**src/rtl/cq_viola_nios2_s_div_cell.sv**
```systemverilog
// Iterative radix-2 restoring divider for div/divu, one quotient bit per cycle.
// Sign handling is done on magnitudes at start and re-applied in a single FIX cycle.
module cq_viola_nios2_s_div_cell #(
    parameter int unsigned WIDTH = 32
) (
    input  logic             clk,
    input  logic             reset_n,
    input  logic             M_div_start,
    input  logic             M_div_signed,
    input  logic [WIDTH-1:0] M_div_src1,
    input  logic [WIDTH-1:0] M_div_src2,
    output logic             M_div_busy,
    output logic             M_div_done,
    output logic [WIDTH-1:0] M_div_quotient,
    output logic [WIDTH-1:0] M_div_remainder
);

    localparam int unsigned CW = (WIDTH > 1) ? $clog2(WIDTH) : 1;

    typedef enum logic [1:0] {
        IDLE = 2'd0,
        CALC = 2'd1,
        FIX  = 2'd2,
        DONE = 2'd3
    } state_t;

    state_t state, state_next;

    logic [CW-1:0]    count;
    logic [WIDTH-1:0] rem;
    logic [WIDTH-1:0] dvd;
    logic [WIDTH-1:0] dsr;
    logic             q_neg;
    logic             r_neg;
    logic             zero_div;

    logic             accept;
    logic             src1_neg;
    logic             src2_neg;
    logic [WIDTH-1:0] src1_mag;
    logic [WIDTH-1:0] src2_mag;
    logic [WIDTH:0]   shifted;
    logic [WIDTH:0]   diff;
    logic             step_ok;
    logic [WIDTH-1:0] step_rem;
    logic [WIDTH-1:0] q_fix;
    logic [WIDTH-1:0] r_fix;

    // Next-state logic; start is only honoured from IDLE or DONE.
    always_comb begin
        state_next = state;
        accept     = 1'b0;
        case (state)
            IDLE: begin
                if (M_div_start) begin
                    accept     = 1'b1;
                    state_next = CALC;
                end
            end
            CALC: begin
                if (count == '0) begin
                    state_next = FIX;
                end
            end
            FIX: begin
                state_next = DONE;
            end
            DONE: begin
                if (M_div_start) begin
                    accept     = 1'b1;
                    state_next = CALC;
                end else begin
                    state_next = IDLE;
                end
            end
            default: begin
                state_next = IDLE;
            end
        endcase
    end

    // Operand magnitudes and one restoring step.
    always_comb begin
        src1_neg = M_div_signed & M_div_src1[WIDTH-1];
        src2_neg = M_div_signed & M_div_src2[WIDTH-1];
        src1_mag = src1_neg ? ((~M_div_src1) + WIDTH'(1)) : M_div_src1;
        src2_mag = src2_neg ? ((~M_div_src2) + WIDTH'(1)) : M_div_src2;
        shifted  = {rem, dvd[WIDTH-1]};
        diff     = shifted - {1'b0, dsr};
        step_ok  = (shifted >= {1'b0, dsr});
        step_rem = step_ok ? diff[WIDTH-1:0] : shifted[WIDTH-1:0];
    end

    // Sign restoration; a zero divisor leaves rem equal to the dividend magnitude,
    // so re-applying the dividend sign reproduces the original dividend.
    always_comb begin
        q_fix = q_neg ? ((~dvd) + WIDTH'(1)) : dvd;
        r_fix = r_neg ? ((~rem) + WIDTH'(1)) : rem;
        if (zero_div) begin
            q_fix = '1;
        end
    end

    always_ff @(posedge clk or negedge reset_n) begin
        if (!reset_n) begin
            state <= IDLE;
        end else begin
            state <= state_next;
        end
    end

    always_ff @(posedge clk or negedge reset_n) begin
        if (!reset_n) begin
            M_div_busy <= 1'b0;
            M_div_done <= 1'b0;
        end else begin
            M_div_busy <= (state_next == CALC) || (state_next == FIX);
            M_div_done <= (state_next == DONE);
        end
    end

    // Datapath: load on accept, iterate in CALC, publish results in FIX.
    always_ff @(posedge clk or negedge reset_n) begin
        if (!reset_n) begin
            count           <= '0;
            rem             <= '0;
            dvd             <= '0;
            dsr             <= '0;
            q_neg           <= 1'b0;
            r_neg           <= 1'b0;
            zero_div        <= 1'b0;
            M_div_quotient  <= '0;
            M_div_remainder <= '0;
        end else if (accept) begin
            count    <= CW'(WIDTH - 1);
            rem      <= '0;
            dvd      <= src1_mag;
            dsr      <= src2_mag;
            q_neg    <= src1_neg ^ src2_neg;
            r_neg    <= src1_neg;
            zero_div <= (M_div_src2 == '0);
        end else if (state == CALC) begin
            rem <= step_rem;
            dvd <= {dvd[WIDTH-2:0], step_ok};
            if (count != '0) begin
                count <= count - CW'(1);
            end
        end else if (state == FIX) begin
            M_div_quotient  <= q_fix;
            M_div_remainder <= r_fix;
        end
    end

endmodule

```
**config.mk**
```make
export PLATFORM = sky130hd
export DESIGN_NAME = cq_viola_nios2_s_div_cell
export DESIGN_NICKNAME = d
export VERILOG_FILES = /design/src/rtl/cq_viola_nios2_s_div_cell.sv
export SDC_FILE = /design/constraint.sdc
export NUM_CORES = 1
export LEC_CHECK = 0
export ABC_CLOCK_PERIOD_IN_PS = 2960
export CAP_MARGIN = 30
export CORE_UTILIZATION = 45
export DETAILED_ROUTE_END_ITERATION = 6
export GPL_TIMING_DRIVEN = 0
export MAX_ROUTING_LAYER = met4
export PLACE_DENSITY_LB_ADDON = 0.25
export SLEW_MARGIN = 10
export SYNTH_ARGS = -nofsm -noshare
export SYNTH_HDL_FRONTEND = slang
export SYNTH_SLANG_ARGS = --single-unit
export TNS_END_PERCENT = 30
```
**constraint.sdc**
```tcl
create_clock -name clk -period 2.96 [get_ports clk]
set_input_delay 0.444 -clock clk [delete_from_list [all_inputs] [get_ports clk]]
set_output_delay 0.444 -clock clk [all_outputs]
set_load 0.05 [all_outputs]
```
==> reports/summary.txt <==
status = finished with violations
failing checks = design-rule violations, negative setup slack
Worst Skew = 11.8 ps
Worst Reg2Reg Path Length in Cells = 13
Post-Syn Area = 11500 um^2
Die Y = 162 um
fill cell count = 2373
Final nets = 1631
mean post-synth cell area = 8.47 um^2
crit share post-route = 1.02
syn_nets = 1468
Clock Pin Slew Worst Setup and Hold Paths = 70 ps
crit path DAT = 3330 ps
Worst R2R Setup Slack = -50 ps
Skew-Pair Late Insertion Delay = 440 ps
worst slew pin tran = 958 ps
first-pass GRT wire length = 53.5 mm
ys async rst share = 1.00
post-route ant nets = 0
peak supply drop = 0.483 mV
pwr/cell area = 1130 nW/um^2
Leakage = 5.91 nW
root buffer cell = clkbuf_16
H-tree depth = 4
per-cell routed wire length = 18.3 um
ANT cells = 0
# setup viols final = 3
initial core utilization = 0.458
drt first pass iters = 7
antenna violations before repair = 0
Site Rows = 58
number of synthesized register bits = 172
RR Startpoint = dvd[31]$_DFFE_PN0P_
r2r endpoint = rem[20]$_DFFE_PN0P_
Core Util, Final = 0.567
Setup crit start kind = flip-flop
RSZ-0062 raised after global routing = yes
# port buffers = 133
number of global-route vias before repair = 10.1k
DP HPWL = 25.7 mm
crit path max fanout = 3
Setup CP Type = flip-flop to flip-flop
Overall Global Routing Usage = 0.268
layout cells sized above 1 = 0.0783
via count = 10.6k
gr ovfl total = 0
clock tree sinks = 172
ys flop type = dfrtp_1
Yosys warning count = 0
Max-Cap Viols = 0
Req. time, crit path = 3280 ps
max-slew violations = 0
placed inst area = 13300 um^2
# IOs = 134
CTS Buf Count = 17
Synth cell types = 67
relative slew slack = 0.360
CTS Buffer Depth = 2
area occupied by multi-input gates = 6940 um^2
HP Class = input port to async pin
minimum clock period = 3010 ps
Final Hold Vio Count = 0
Cell Chain, Critical Path = inv_4 -> ha_4 -> inv_2 -> fa_2 -> a21oi_2 -> o211ai_1 -> buf_4 -> a2111oi_4 -> nor4_2 -> or3_1 -> a21oi_2 -> xor2_1 -> o21ai_1
register area share after synthesis = 0.375
DRT Wirelength = 34.0 mm
hold buffers post-CTS = 0
Worst path max stage delay = 430 ps
Final Wtd Congestion = 0.931
synth-to-layout area growth = 23.9%
initial DRC count = 820
die area = 26200 um^2
pin count of the biggest net entering global routing = 108
crit end category = flip-flop
Max Clk Rate = 0.333 GHz
crit-path most repeated cell = a21oi_2
CTS tree = built
Core Region = 25100 um^2
slowest CP cell = dfrtp_2
Post-synth EDFFs = 0
DRC = 2
Power Total = 16.1 mW
vias per inst = 5.71
Sequential Area = 4310 um^2
Mapped Cells = 1357
worst setup margin = -46.7 ps
final instance area = 14200 um^2
die width = 162 um
==> critical path: cells and delay by family (launching register included) <==
| kind | cells | cell delay, ps |
|---|---|---|
| compound gates | 5 | 930 |
| xor+xnor | 1 | 240 |
| fa+ha+maj | 2 | 520 |
| buf+inv | 3 | 320 |
| flops | 1 | 430 |
| simple gates | 2 | 420 |
==> per-layer routing <==
layer,part of all wire,track usage,wire length [um],up-vias
met5,0,-,0,-
met4,0.013,0.0600,433,0
met3,0.050,0.0278,1710,30
met2,0.47,0.431,16100,335
met1,0.47,0.365,15800,5120
li1,-,-,-,5145
==> metrics by stage <==
step | setup WS (ps) | setup TNS [ps] | hold WS [ps] | instances
2_1_floorplan | 27.4 | 0 | 148 | 1357
3_3_place_gp | -5650 | -991430 | 463 | 1820
3_5_place_dp | -693 | -22950 | 470 | 1821
4_1_cts | -46.8 | -121 | 104 | 1863
5_1_grt | -170 | -761 | 133 | 1863
6_report | -46.7 | -92.5 | 64.6 | 1863
==> report_power, final <==
part | total, mW | switching [mW] | internal [mW] | leakage, nW
combinational | 9.64 | 5.69 | 3.94 | 3.41
clock | 2.37 | 0.988 | 1.38 | 0.287
sequential | 4.11 | 1.03 | 3.07 | 2.21
==> area by class of cell <==
cell class | instances | area share
Timing Repair Buffer | 146 | 0.102
Sequential cell | 172 | 0.303
Clock inverter | 11 | 0.0109
Tap cell | 330 | 0.0290
Clock buffer | 21 | 0.0323
Inverter | 63 | 0.0168
Multi-Input combinational cell | 1052 | 0.487
Buffer | 68 | 0.0189
==> registers in the layout, indices dropped and copies added, names as in the netlist <==
| name | cells |
|---|---|
| dsr | 32 |
| dvd | 32 |
| state | 2 |
| M_div_quotient | 32 |
| M_div_busy | 1 |
| M_div_remainder | 32 |
| count | 5 |
| q_neg | 1 |
| zero_div | 1 |
| rem | 32 |
| M_div_done | 1 |
| r_neg | 1 |
==> Yosys cell counts (5+ instances only) <==
master      n  area share
a211oi_1   23       0.015
a21o_1     14      0.0091
a21oi_1   114       0.050
a31oi_1     8      0.0044
a41oi_1     6      0.0046
and2_1      6      0.0033
clkbuf_1   66       0.022
dfrtp_1   172        0.37
ha_1       42       0.046
inv_1      63       0.021
mux2i_1    36       0.031
nand2_1   164       0.054
nand2b_1   11      0.0060
nand3_1    11      0.0048
nor2_1    102       0.033
nor2b_1    18      0.0098
nor3_1     24       0.010
nor3b_1    11      0.0072
nor4_1     16      0.0087
o211ai_1    6      0.0039
o21a_1      5      0.0033
o21ai_0   147       0.064
o21ai_1     5      0.0022
o21bai_1    5      0.0033
o31ai_1    27       0.018
o41ai_1    13      0.0099
or3_1      10      0.0054
or4_1       9      0.0059
xnor2_1    60       0.046
xor2_1     85       0.065
==> worst max-delay path by stage <==
stage	from	depth (start not counted)	end
floorplan	dvd[31]$_DFFE_PN0P_	12	rem[30]$_DFFE_PN0P_
finish	dvd[31]$_DFFE_PN0P_	13	rem[20]$_DFFE_PN0P_
global placement	reset_n	1	dsr[29]$_DFFE_PN0P_
detailed placement	rem[5]$_DFFE_PN0P_	9	rem[27]$_DFFE_PN0P_
CTS	dvd[31]$_DFFE_PN0P_	12	rem[30]$_DFFE_PN0P_
global route	dvd[31]$_DFFE_PN0P_	13	rem[20]$_DFFE_PN0P_
==> repair_timing <==
item / 4_1_cts / 5_1_grt
endpoints found under the setup margin: 35 / 50
pin swaps: 15 / 9
buffers inserted: 10 / 2
gates resized for setup: 38 / 36
cloned: 0 / 1
==> cells by family after synthesis <==
group,synth area share
fa+ha+maj,0.0475
compound gates,0.217
buf+inv,0.0441
simple gates,0.173
xor+xnor,0.111
mux,0.0333
flops,0.375
==> cell usage in the layout (no fill, tap or decap), types with 60 or more instances in the layout <==
cell type        Yosys  layout
dfrtp_1            172     168
nand2_1            164     164
o21ai_0            147     140
clkdlybuf4s50_1      0     132
a21oi_1            114     109
nor2_1             102     101
xor2_1              85      85
clkbuf_1            66      63
inv_1               63      61
xnor2_1             60      60
Power figures use the tool's default switching activity.
